`src/rtl/sram_arb_pkg.sv`:
```
// Shared types, default generics and the round-robin helper for sram_arbiter.
//   state_t       : access FSM states
//   DEF_*         : default generic values
//   rr_next()     : one-hot round-robin winner over up to MAX_CH channels
package sram_arb_pkg;

  typedef enum logic [1:0] {
    IDLE,
    READ,
    WRITE,
    TURN
  } state_t;

  localparam int unsigned MAX_CH            = 8;
  localparam int unsigned DEF_NUM_CH        = 4;
  localparam int unsigned DEF_AW            = 18;
  localparam int unsigned DEF_DW            = 16;
  localparam int unsigned DEF_ACCESS_CYCLES = 3;
  localparam int unsigned DEF_WR_STARVE     = 4;

  // Search starts at last+1 and wraps at n-1; the final probe (k == n) is
  // 'last' itself, so a lone requester can win repeatedly.
  function automatic logic [MAX_CH-1:0] rr_next(input logic [MAX_CH-1:0] mask,
                                                input logic [2:0]        last,
                                                input int unsigned       n);
    logic        found;
    int unsigned idx;
    rr_next = '0;
    found   = 1'b0;
    for (int unsigned k = 1; k <= MAX_CH; k++) begin
      if (k <= n) begin
        idx = 32'(last) + k;
        if (idx >= n) idx = idx - n;
        if (!found && mask[idx[2:0]]) begin
          rr_next[idx[2:0]] = 1'b1;
          found             = 1'b1;
        end
      end
    end
  endfunction

endpackage

```
`src/rtl/sram_arbiter_rr.sv`:
```
// Round-robin arbiter: combinational one-hot winner among i_req, with the
// last granted channel registered when i_update is high.
//   clk, rst_n : clock, async active-low reset (last channel -> NUM_CH-1)
//   i_req      : eligible request vector
//   i_update   : winner is being granted this edge
//   o_gnt      : one-hot winner (zero when no request)
module rr_arbiter
  import sram_arb_pkg::*;
#(
  parameter int unsigned NUM_CH = DEF_NUM_CH
) (
  input  logic              clk,
  input  logic              rst_n,
  input  logic [NUM_CH-1:0] i_req,
  input  logic              i_update,
  output logic [NUM_CH-1:0] o_gnt
);

  logic [2:0]        r_last;
  logic [MAX_CH-1:0] w_req8;
  logic [MAX_CH-1:0] w_win8;
  logic [2:0]        w_win_idx;

  always_comb begin
    w_req8                = '0;
    w_req8[NUM_CH-1:0]    = i_req;
    w_win8                = rr_next(w_req8, r_last, NUM_CH);
    w_win_idx             = '0;
    for (int unsigned i = 0; i < MAX_CH; i++) begin
      if (w_win8[i]) w_win_idx = 3'(i);
    end
  end

  assign o_gnt = w_win8[NUM_CH-1:0];

  always_ff @(posedge clk or negedge rst_n) begin
    if (!rst_n) begin
      r_last <= 3'(NUM_CH - 1);
    end else if (i_update) begin
      r_last <= w_win_idx;
    end
  end

endmodule

```
`src/rtl/sram_arbiter.sv`:
```
// Time-slot arbiter between NUM_CH layer read channels, one host write port
// and an asynchronous SRAM. Each access lasts ACCESS_CYCLES clocks; a write
// is followed by one bus turnaround cycle. Pad tristate is external, enabled
// by o_sram_drive.
//   i_layer_en/i_rd_req/i_rd_addr : read channels (addr packed, ch i at [i*AW +: AW])
//   o_rd_gnt/o_rd_valid/o_rd_data : one-hot grant/valid pulses, shared data
//   i_wr_*/o_wr_gnt/o_wr_done     : host write port
//   o_sram_* / i_sram_din         : SRAM pins (active-high controls)
module sram_arbiter
  import sram_arb_pkg::*;
#(
  parameter int unsigned NUM_CH        = DEF_NUM_CH,
  parameter int unsigned AW            = DEF_AW,
  parameter int unsigned DW            = DEF_DW,
  parameter int unsigned ACCESS_CYCLES = DEF_ACCESS_CYCLES,
  parameter int unsigned WR_STARVE     = DEF_WR_STARVE
) (
  input  logic                 clk,
  input  logic                 rst_n,
  input  logic [NUM_CH-1:0]    i_layer_en,
  input  logic [NUM_CH-1:0]    i_rd_req,
  input  logic [NUM_CH*AW-1:0] i_rd_addr,
  output logic [NUM_CH-1:0]    o_rd_gnt,
  output logic [NUM_CH-1:0]    o_rd_valid,
  output logic [DW-1:0]        o_rd_data,
  input  logic                 i_wr_req,
  input  logic [AW-1:0]        i_wr_addr,
  input  logic [DW-1:0]        i_wr_data,
  input  logic [DW/8-1:0]      i_wr_be,
  output logic                 o_wr_gnt,
  output logic                 o_wr_done,
  output logic [AW-1:0]        o_sram_addr,
  output logic [DW-1:0]        o_sram_dout,
  input  logic [DW-1:0]        i_sram_din,
  output logic                 o_sram_ce,
  output logic                 o_sram_oe,
  output logic                 o_sram_we,
  output logic                 o_sram_drive,
  output logic [DW/8-1:0]      o_sram_be
);

  localparam int unsigned NBE = DW / 8;
  localparam int unsigned CW  = $clog2(ACCESS_CYCLES + 1);
  localparam int unsigned SW  = (WR_STARVE > 0) ? $clog2(WR_STARVE + 1) : 1;

  state_t            r_state, w_state_nxt;
  logic [CW-1:0]     r_cyc, w_cyc_nxt;
  logic [SW-1:0]     r_starve;
  logic [AW-1:0]     r_addr;
  logic [DW-1:0]     r_wdata;
  logic [NBE-1:0]    r_be;
  logic [NUM_CH-1:0] r_cur;
  logic [NUM_CH-1:0] r_rd_gnt;
  logic [NUM_CH-1:0] r_rd_valid;
  logic [DW-1:0]     r_rd_data;
  logic              r_wr_gnt;

  logic [NUM_CH-1:0] w_elig;
  logic [NUM_CH-1:0] w_rr_win;
  logic [AW-1:0]     w_rd_addr;
  logic              w_last, w_decide, w_pick_wr, w_pick_rd;

  assign w_elig    = i_rd_req & i_layer_en;
  assign w_last    = (r_cyc == CW'(ACCESS_CYCLES));
  assign w_decide  = (r_state == IDLE) || (r_state == READ && w_last);
  assign w_pick_wr = w_decide && i_wr_req &&
                     (!(|w_elig) || (r_starve == SW'(WR_STARVE)));
  assign w_pick_rd = w_decide && !w_pick_wr && (|w_elig);

  rr_arbiter #(.NUM_CH(NUM_CH)) u_rr (
    .clk      (clk),
    .rst_n    (rst_n),
    .i_req    (w_elig),
    .i_update (w_pick_rd),
    .o_gnt    (w_rr_win)
  );

  always_comb begin
    w_rd_addr = '0;
    for (int unsigned i = 0; i < NUM_CH; i++) begin
      if (w_rr_win[i]) w_rd_addr = w_rd_addr | i_rd_addr[i*AW +: AW];
    end
  end

  always_ff @(posedge clk or negedge rst_n) begin
    if (!rst_n) begin
      r_state <= IDLE;
      r_cyc   <= '0;
    end else begin
      r_state <= w_state_nxt;
      r_cyc   <= w_cyc_nxt;
    end
  end

  always_comb begin
    w_state_nxt = r_state;
    w_cyc_nxt   = '0;
    case (r_state)
      IDLE, READ: begin
        if (w_pick_wr) begin
          w_state_nxt = WRITE;
          w_cyc_nxt   = CW'(1);
        end else if (w_pick_rd) begin
          w_state_nxt = READ;
          w_cyc_nxt   = CW'(1);
        end else if (w_decide) begin
          w_state_nxt = IDLE;
        end else begin
          w_cyc_nxt   = r_cyc + CW'(1);
        end
      end
      WRITE: begin
        if (w_last) w_state_nxt = TURN;
        else        w_cyc_nxt   = r_cyc + CW'(1);
      end
      TURN:    w_state_nxt = IDLE;
      default: w_state_nxt = IDLE;
    endcase
  end

  always_ff @(posedge clk or negedge rst_n) begin
    if (!rst_n) begin
      r_addr     <= '0;
      r_wdata    <= '0;
      r_be       <= '0;
      r_cur      <= '0;
      r_rd_gnt   <= '0;
      r_rd_valid <= '0;
      r_rd_data  <= '0;
      r_wr_gnt   <= 1'b0;
      r_starve   <= '0;
    end else begin
      r_rd_gnt   <= w_pick_rd ? w_rr_win : '0;
      r_wr_gnt   <= w_pick_wr;
      r_rd_valid <= (r_state == READ && w_last) ? r_cur : '0;
      if (r_state == READ && w_last) r_rd_data <= i_sram_din;
      if (w_pick_wr) begin
        r_addr  <= i_wr_addr;
        r_wdata <= i_wr_data;
        r_be    <= i_wr_be;
      end else if (w_pick_rd) begin
        r_addr  <= w_rd_addr;
        r_cur   <= w_rr_win;
      end
      // Counts reads that overtook a pending write; reset once it wins or leaves.
      if (!i_wr_req || w_pick_wr)                            r_starve <= '0;
      else if (w_pick_rd && r_starve != SW'(WR_STARVE))     r_starve <= r_starve + SW'(1);
    end
  end

  // Controls decode straight from registered state so reset drops them at once.
  always_comb begin
    o_sram_ce    = (r_state == READ) || (r_state == WRITE);
    o_sram_oe    = (r_state == READ);
    o_sram_drive = (r_state == WRITE);
    o_sram_we    = (r_state == WRITE) && (r_cyc >= CW'(2)) &&
                   (r_cyc <= CW'(ACCESS_CYCLES - 1));
    o_sram_be    = '0;
    if (r_state == READ)  o_sram_be = '1;
    if (r_state == WRITE) o_sram_be = r_be;
  end

  assign o_wr_done   = (r_state == WRITE) && w_last;
  assign o_sram_addr = r_addr;
  assign o_sram_dout = r_wdata;
  assign o_rd_gnt    = r_rd_gnt;
  assign o_rd_valid  = r_rd_valid;
  assign o_rd_data   = r_rd_data;
  assign o_wr_gnt    = r_wr_gnt;

endmodule

```
`config.mk`:
```
export PLATFORM = sky130hd
export DESIGN_NAME = sram_arbiter
export DESIGN_NICKNAME = d
export VERILOG_FILES = /design/src/rtl/sram_arb_pkg.sv /design/src/rtl/sram_arbiter_rr.sv /design/src/rtl/sram_arbiter.sv
export SDC_FILE = /design/constraint.sdc
export NUM_CORES = 1
export LEC_CHECK = 0
export CAP_MARGIN = 0
export CORE_ASPECT_RATIO = 0.7
export CORE_MARGIN = 2
export CORE_UTILIZATION = 39
export CTS_BUF_LIST = sky130_fd_sc_hd__clkbuf_4 sky130_fd_sc_hd__clkbuf_8
export CTS_CLUSTER_SIZE = 10
export DETAILED_ROUTE_END_ITERATION = 8
export GPL_ROUTABILITY_DRIVEN = 1
export HOLD_SLACK_MARGIN = 0.05
export PLACE_DENSITY = 0.79
export SLEW_MARGIN = 10
export SYNTH_ARGS = -nofsm -noshare
export SYNTH_HDL_FRONTEND = slang
export SYNTH_SLANG_ARGS = --single-unit
```
`constraint.sdc`:
```
create_clock -name clk -period 2.9 [get_ports clk]
set_clock_uncertainty 0.05 [all_clocks]
set_input_delay 0.58 -clock clk [delete_from_list [all_inputs] [get_ports clk]]
set_output_delay 0.58 -clock clk [all_outputs]
set_load 0.01 [all_outputs]
```
== Word-level counts from Yosys, hierarchy flattened ==
Index checks and enable logic that the tools add are counted.
Cells by class
  $add $sub $neg: 10
  magnitude comparators: 14
  equal/unequal tests: 8
  mux-type cells: 56
  bitwise logic cells: 8
  reductions and logical operators: 33
Operators with widths (count)
  $mux 18: 6
  $or 18x18->18: 3
  $mux 8: 4
  $mux 3: 10
  $mux 2: 12
  $or 8x8->8: 3
  $ge 4x3->1 const B: 4
  $logic_and 1x1->1: 16
  $lt 3x4->1 const B: 4
  $bmux 1 s3: 4
  $demux 1 s3: 4
  $ge 3x1->1 const B: 4
  $mux 1: 12
  $sub 3x3->3 const B: 4
  $add 3x2->4 const B: 2
  $mux 4: 2
  $eq 2x2->1 const B: 3
  $logic_not 1->1: 6
  $pmux 2 s3: 1
  $add 3x1->4 const B: 1
  $add 3x3->4 const B: 1
  $and 4x4->4: 1
  $logic_or 1x1->1: 4
  $ne 4x4->1 const B: 1
  15 further kinds: 17
Word-level totals
  bits in registers: 75
  bits of input ports: 135
  output and inout port bits: 66
  logic and storage cells: 141

== Depth between registers and ports, before layout ==
Gate-level depths: netlist (run 1).
  depth in word-level cells: 24
  mapped depth: 12
  gate-level depth less buffers: 9

== Modules after synthesis ==
Synthesis (run 1) repeated with hierarchy kept, for this count alone.
Unflattened totals
  cells, all modules: 417
  area total of the unflattened synthesis: 4275.4 um^2
By module, submodules not included
  sram_arbiter: times used 1, cells an instance 349, area an instance 3694.8 um^2, seq. area each 1801.7 um^2
  rr_arbiter: times used 1, cells an instance 68, area an instance 580.6 um^2, seq. area each 77.6 um^2

== Least setup slack after synthesis (run 1) ==
OpenSTA, ideal clock, no wires.
  kind: reg2reg
  from: register u_rr.r_last[0]
  to: register r_addr[12], in the netlist o_sram_addr[12]
  library setup time: 84 ps
  data arrival time: 3060 ps
  data required time: 2766 ps
  path slack: -294 ps
  stages on the path, launching flop included: 13
  path buffers: 4
  clock period less this slack: 3194 ps
  path through: dfstp_2 -> buf_4 -> clkbuf_8 -> inv_1 -> ha_1 -> bufbuf_16 -> inv_1 -> mux4_2 -> or4b_4 -> nor3_4 -> buf_6 -> o21ai_0 -> a41oi_2
On the way
  cells in the longest elaborated chain, start to end: 24
  elaborated cells on any way between the ends: 69
  classes of those cells: add/sub: 8; order compare: 12; mux: 33; bitwise: 6; reduce/logical: 10
Ends and longest elaborated chain
  from (decl): line sram_arbiter_rr.sv:19  | logic [2:0] r_last;
  from (signal assigned): line sram_arbiter_rr.sv:38  | r_last <= 3'(NUM_CH - 1);
  from (signal assigned): line sram_arbiter_rr.sv:40  | r_last <= w_win_idx;
  branches (longest 14 deep; another with $add 3x1->4)
  $mux 8 (*): line sram_arb_pkg.sv:34  | if (!found && mask[idx[2:0]]) begin
  $mux 18: line sram_arbiter.sv:81  | if (w_rr_win[i]) w_rd_addr = w_rd_addr | i_rd_addr[i*AW +: AW];
  $or 18x18->18: line sram_arbiter.sv:81
  $mux 18: line sram_arbiter.sv:81
  $or 18x18->18: line sram_arbiter.sv:81
  $mux 18: line sram_arbiter.sv:81
  $or 18x18->18: line sram_arbiter.sv:81
  $mux 18 (*): line sram_arbiter.sv:81
  $mux 18 (*): line sram_arbiter.sv:141  | end else if (w_pick_rd) begin
  $mux 18 (*): line sram_arbiter.sv:137  | if (w_pick_wr) begin
  to (signal assigned): line sram_arbiter.sv:138  | r_addr <= i_wr_addr;
  to (signal assigned): line sram_arbiter.sv:142  | r_addr <= w_rd_addr;
  to (decl): line sram_arbiter.sv:49  | logic [AW-1:0] r_addr;
Mark *: on every way between the ends. The select of a mux whose other input is x is not followed.
A chain may end at the register's enable or synchronous reset.

== Worst setup path in the final report (run 1) ==
  from: register u_rr.r_last[0]
  to: register r_addr[7], in the netlist o_sram_addr[7]
The elaborated chain is that of the path after synthesis.

==> run metrics, run 1 <==
outcome=completed; post-DP HPWL=11400 um; overall routed net length=15500 um; WP data required=around 3100 ps; post-DR vias/cell=5.31; FF-to-FF Start=u_rr.r_last[0]; Critical Path Fanout Max=12; clock transition at the registers of the reported paths=90 ps; Mapped Area=around 4400 um^2; CP Data Arrival Time=3010 ps; CP Class=reg2reg; n_diodes=0; ys flop type=dfrtp_1; Syn Nets=approximately 620; gpl congestion=between 0.8 and 0.9; Final Setup Violations=0; max-slew violations=0; GR Overflow Total=0; Post-synth EDFFs=0; Slew HR=36.1%; post-synth cell types=61; R2R Path End=o_sram_addr[7]; die width=131 um; final hold vios=0; cell count after placement=838; CP Capture Type=flop; initial DRC count=178; via count=4560; CTS tree=done; crit-path leading delay family=simple AND/OR/NAND/NOR gates; GR Util All Layers=25.3%; number of synthesis warnings=0; Critical Path Max Stage Delay=slightly above 600 ps; most area-hungry cell type in the Yosys netlist=dfrtp_1; fin crit share=96.5%; Finished Layout Cells=between 800 and 900; global-route wire length before repair=23700 um; Mapped Cells=470; die height=92.6 um; sw frac=between 40% and 50%; MaxCap Viol Count=0; Seq/Total Area, Yosys=43.0%; hold slack=approximately 320 ps; Reg power frac=between 20% and 30%; Pwr Density=1030 nW/um^2; Critical Path, Cell by Cell=inv_8, ha_4, inv_4, mux4_2, or4b_4, nor3_4, buf_6, o21ai_1, a41oi_1; clock buffer count from CTS=9; DP Area=between 6000 and 7000 um^2; core area=11000 um^2; Row Count=32; peak supply drop=around 0.00063 V; CP bufs+invs=3; initial antenna violation count=0; Final min period=2800 ps; asr flop ratio synth=100%; Die Footprint=around 12000 um^2; Layout Nets=between 800 and 900; count of input and output buffers=200; Clock Latency Late Sink=350 ps; Starting Density=39.9%; CTS Hold Buffers Added=0; reg2reg setup slack=between 100 and 150 ps; worst slew pin tran=959 ps; Worst R2R Path Depth=9; CTS Sinks=75; slowest cell on the critical path=dfstp_2; clock power share=12.8%; syn avg cell area=~9.3 um^2; area growth from synthesis to layout=62.6%; largest net degree at the start of global routing=76; LEAKAGE=2.94 nW; startpoint types=flop; cell area after layout=7110 um^2; Hold Path Class=in2async; fill cell count=909; CTS root buffer=clkbuf_8; Bufs on Longest Clock Path=2; flops & latches, synth=75; RSZ-0062 raised after global routing=false; top cell type's share of synthesized area=41.8%; vias in the first global route=4623; remaining routing DRC violations=0; wire per inst=18.1 um; Area contributors post-synth=dfrtp_1 42%, o21ai_0 8.6%, nand2_1 7.8%; switching pwr=0.00298 W; I/O pin total=201; Routed Antenna Nets=0; Max Clk Rate=357 MHz; Comb pwr share=62.4%; share of layout cells above drive strength 1=19.4%; cell-internal power=0.00431 W; First-pass DRT Iterations=4; H-tree Lvls=3
-- power by group through the flow --
stage,clock [W],combinational [W],sequential [W]
after floorplan,0,0.00244,0.00194
after global placement,0,0.00430,0.00181
after detailed placement,0,0.00438,0.00183
after CTS,0.000958,0.00445,0.00180
after global routing,0.000998,0.00496,0.00186
final,0.000937,0.00455,0.00181
-- sequential cells by signal, indices dropped and copies added, names as in the netlist --
name         flops
r_cur            4
r_starve         3
o_sram_dout     16
o_wr_gnt         1
o_rd_gnt         4
o_sram_addr     18
r_cyc            2
o_rd_valid       4
r_state          2
r_be             2
u_rr.r_last      3
o_rd_data       16
-- logic make-up after synthesis --
| logic type | synth area share (%) |
|---|---|
| AO/OA/AOI/OAI | 20.9 |
| multiplexers | 4.64 |
| AND/OR/NAND/NOR | 22.5 |
| flip-flops | 43.0 |
| buffers and inverters | 5.32 |
| adder cells (fa/ha/maj) | 3.72 |
-- metrics by stage --
stage	total power [W]	TNS (ps)	setup WS, ps	utilization, %
floorplan	0.00437	-47.1	-5.24	-
finish	0.00729	0	101	64.8
global placement	0.00611	-3480	-158	62.1
global route	0.00781	0	11.8	64.8
CTS	0.00721	0	52.7	64.4
detailed placement	0.00621	-4940	-227	62.1
-- area by class of cell --
cell class / count / area, um^2 / area share (%)
multi-input combinational: 356 / 2350 / 33.0
timing repair buffer: 249 / 2420 / 34.1
inverter: 9 / 43.8 / 0.616
clock buffer: 10 / 131 / 1.85
sequential: 75 / 1880 / 26.4
tap: 153 / 191 / 2.69
clock inverter: 6 / 96.3 / 1.36
-- metal layers --
metal | up-vias | GRT usage (%) | share of wire (%)
li1 | 2127 | - | -
met1 | 2177 | 33.1 | 42
met5 | - | 0 | 0
met2 | 233 | 40.0 | 46
met3 | 23 | 9.47 | 11
met4 | 0 | 5.94 | 1.6
-- cell usage after synthesis (all sizes together), types with 3 or more instances --
cell / number
nand2: 92
o21ai: 81
dfrtp: 73
clkbuf: 21
a41oi: 19
or3: 19
nor2: 18
mux2: 16
nand2b: 16
ha: 13
and2: 9
inv: 9
nor3: 9
a21oi: 8
nand3: 7
or2b: 7
buf: 6
a31oi: 5
and3: 4
a21boi: 3
-- repair_timing --
| item | 4_1_cts | 5_1_grt |
|---|---|---|
| setup buffers | 2 | 1 |
| setup endpoints to repair | 2 | 15 |
| gates cloned | 0 | 1 |
| resized for setup | 0 | 10 |
| pin swaps | 0 | 4 |
| endpoints found under the hold margin | 0 | 0 |
-- worst max-delay path by stage --
stage / from / to / cells after the start
3_5_place_dp: i_rd_req[3] / o_sram_addr[3] / 8
5_1_grt: u_rr.r_last[0] / o_sram_addr[17] / 9
3_3_place_gp: i_rd_req[2] / o_sram_addr[2] / 8
2_1_floorplan: u_rr.r_last[0] / o_sram_addr[10] / 12
6_report: u_rr.r_last[0] / o_sram_addr[7] / 9
4_1_cts: u_rr.r_last[1] / o_sram_addr[0] / 9
-- cell usage in the layout, fill, tap and decap left out, drive strengths merged, types with 3 or more instances in the layout --
cell type        n
nor2            18
inv             12
nand2b          16
a41oi           19
and3             4
and2             9
dfrtp           73
nor3             9
clkbuf          10
a21boi           3
nand3            7
nand2           92
clkdlybuf4s50  199
or3             19
buf             50
o21ai           81
a21oi            8
or2b             7
mux2            16
ha              13
a31oi            5
(Power assumes the default switching activity.)
==> inputs of run 2 (changes only) <==
--- a/config.mk
+++ b/config.mk
@@ -16,4 +16,5 @@
 export HOLD_SLACK_MARGIN = 0.05
 export PLACE_DENSITY = 0.79
+export SKIP_CTS_REPAIR_TIMING = 1
 export SLEW_MARGIN = 10
 export SYNTH_ARGS = -nofsm -noshare
==> constraint.sdc (replaced) <==
create_clock -name clk -period 2.9 [get_ports clk]
set_clock_uncertainty 0.05 [all_clocks]
set_input_delay 0.29 -clock clk [delete_from_list [all_inputs] [get_ports clk]]
set_output_delay 0.29 -clock clk [all_outputs]
set_load 0.01 [all_outputs]
==> run metrics, run 2 (same netlist as run 1, synthesis figures left out) <==
I/O pin total=201 (unchanged); First-pass DRT Iterations=5 (was 4); outcome=completed (unchanged); gpl congestion=0.931 (was 0.877); CTS root buffer=clkbuf_8 (unchanged); Clock Latency Late Sink=350 ps (about the same); crit-path leading delay family=simple AND/OR/NAND/NOR gates (unchanged); cell count after placement=828 (was 838); fin crit share=97.8% (was 96.5%); Critical Path, Cell by Cell=inv_8, ha_4, inv_4, mux4_2, or4b_4, nor3_4, buf_6, o21ai_0, a41oi_2 (was inv_8, ha_4, inv_4, mux4_2, or4b_4, nor3_4, buf_6, o21ai_1, a41oi_1); Pwr Density=1030 nW/um^2 (about the same); max-slew violations=0 (unchanged); H-tree Lvls=3 (unchanged); Starting Density=39.9% (unchanged); initial antenna violation count=0 (unchanged); Row Count=32 (unchanged); Max Clk Rate=353 MHz (was 357 MHz); most common cell after layout, fill and taps aside=clkdlybuf4s50_1 (unchanged); CP Capture Type=flop (unchanged); die height=92.6 um (unchanged); Finished Layout Cells=848 (was 858); slowest cell on the critical path=dfstp_2 (unchanged); final hold vios=0 (unchanged); Critical Path Fanout Max=13 (was 12); die width=131 um (unchanged); max reg flops=18 (unchanged); Routed Antenna Nets=0 (unchanged); overall routed net length=15800 um (was 15500 um); LEAKAGE=2.89 nW (was 2.94 nW); CTS tree=done (unchanged); count of input and output buffers=200 (unchanged); CTS Sinks=75 (unchanged); vias in the first global route=4718 (was 4623); Final min period=2840 ps (was 2800 ps); Bufs on Longest Clock Path=2 (unchanged); GR Overflow Total=0 (unchanged); Final Power=0.00724 W (was 0.00729 W); remaining routing DRC violations=0 (unchanged); post-DR vias/cell=5.42 (was 5.31); Critical Path Max Stage Delay=630 ps (was 610 ps); Layout Nets=838 (was 848); RSZ-0062 raised after global routing=true (was false); clock transition at the registers of the reported paths=80 ps (was 90 ps); CP bufs+invs=3 (unchanged); MaxCap Viol Count=0 (unchanged); WP data required=3130 ps (was 3110 ps); wire per inst=18.7 um (was 18.1 um); Worst R2R Path Depth=9 (unchanged); Levels on crit path=9 (unchanged); largest net degree at the start of global routing=76 (unchanged); core area=11000 um^2 (unchanged); peak supply drop=0.000559 V (was 0.000632 V); post-DP HPWL=11400 um (about the same); CP Data Arrival Time=3060 ps (was 3010 ps); share of layout cells above drive strength 1=18.0% (was 19.4%); worst slew pin tran=995 ps (was 959 ps); Slew HR=33.7% (was 36.1%); via count=4598 (was 4560); n_diodes=0 (unchanged); GR Util All Layers=26.0% (was 25.3%); initial DRC count=312 (was 178); Die Footprint=12100 um^2 (unchanged); clock buffer count from CTS=9 (unchanged); CP Class=reg2reg (unchanged); area growth from synthesis to layout=60.3% (was 62.6%); Final Setup Violations=0 (unchanged); global-route wire length before repair=24200 um (was 23700 um); highest-count cells in the layout ignoring fill and taps=199 x clkdlybuf4s50_1, 91 x nand2_1, 73 x dfrtp_1 (unchanged); startpoint types=flop (unchanged); Hold Path Class=in2async (unchanged)
==> run 2: cell types whose count changed in the layout (fill, tap and decap cells not counted), sizes merged <==
cell,delta
clkinvlp,-1
clkinv,+1
buf,-10
==> run 2: routing by layer <==
metal / vias up / wire [um] / share of wire [%] / global-route usage, %
met5: - / 0 / 0 / 0
met4: 0 / 281 / 1.8 / 7.45
met3: 27 / 1950 / 12 / 10.5
met2: 262 / 7150 / 45 / 40.1
met1: 2205 / 6460 / 41 / 33.7
li1: 2104 / - / - / -
==> run 2: layout make-up <==
| cell class | count | area [um^2] |
|---|---|---|
| fillers | 928 | 3960 |
| repair buffers | 239 | 2340 |
| inverters | 9 | 43.8 |
| clock buffers | 10 | 131 |
| flip-flops and latches | 75 | 1880 |
| multi-input cells | 356 | 2330 |
| well taps | 153 | 191 |
| clock inverters | 6 | 95.1 |
==> run 2: path summary, 6_finish.rpt <==
| check | from | to | slack, ps |
|---|---|---|---|
| max | u_rr.r_last[0] | o_sram_addr[8] | 60 |
| max reg2reg | u_rr.r_last[0] | o_sram_addr[8] | 60 |
| min in group clk | i_wr_data[9] | o_sram_dout[9] | 400 |
| min reg2reg | o_sram_dout[5] | o_sram_dout[5] | 430 |
| max in group asynchronous | rst_n | o_sram_addr[1] | 2110 |
| min | rst_n | o_rd_data[1] | 20 |
==> run 2: where the power goes <==
group / internal, W / total [W] / switching [W]
Sequential: 0.00152 / 0.00181 / 0.000284
Combinational: 0.00224 / 0.00450 / 0.00226
Clock: 0.000505 / 0.000935 / 0.000430
Total: 0.00427 / 0.00724 / 0.00297
==> run 2: worst reg2reg max path, delay by kind of cell (launching register included) <==
kind / cells / cell delay [ps]
and+or+nand+nor: 2 / 820
buffers and inverters: 3 / 280
DFF: 1 / 630
AOI/OAI and AO/OA: 2 / 340
muxes: 1 / 330
adders and majority gates: 1 / 310
==> run 2: stage by stage <==
stage | hold WS [ps] | utilization (%) | worst slack, ps | setup TNS [ps] | area, um^2
finish | 18.9 | 63.9 | 64.9 | 0 | 7010
global route | 99.0 | 63.9 | -40.1 | -269 | 7010
CTS | 63.2 | 63.5 | 29.9 | 0 | 6970
detailed placement | 414 | 61.5 | 0.835 | 0 | 6740
global placement | 406 | 61.5 | 83.4 | 0 | 6740
floorplan | -55.6 | - | -5.24 | -47.1 | 4460
==> inputs of run 3 (changes only) <==
- SLEW_MARGIN: 10 -> not set
==> results of run 3 <==
Same layout as run 2: the final DEF is identical, and so are final timing and power.
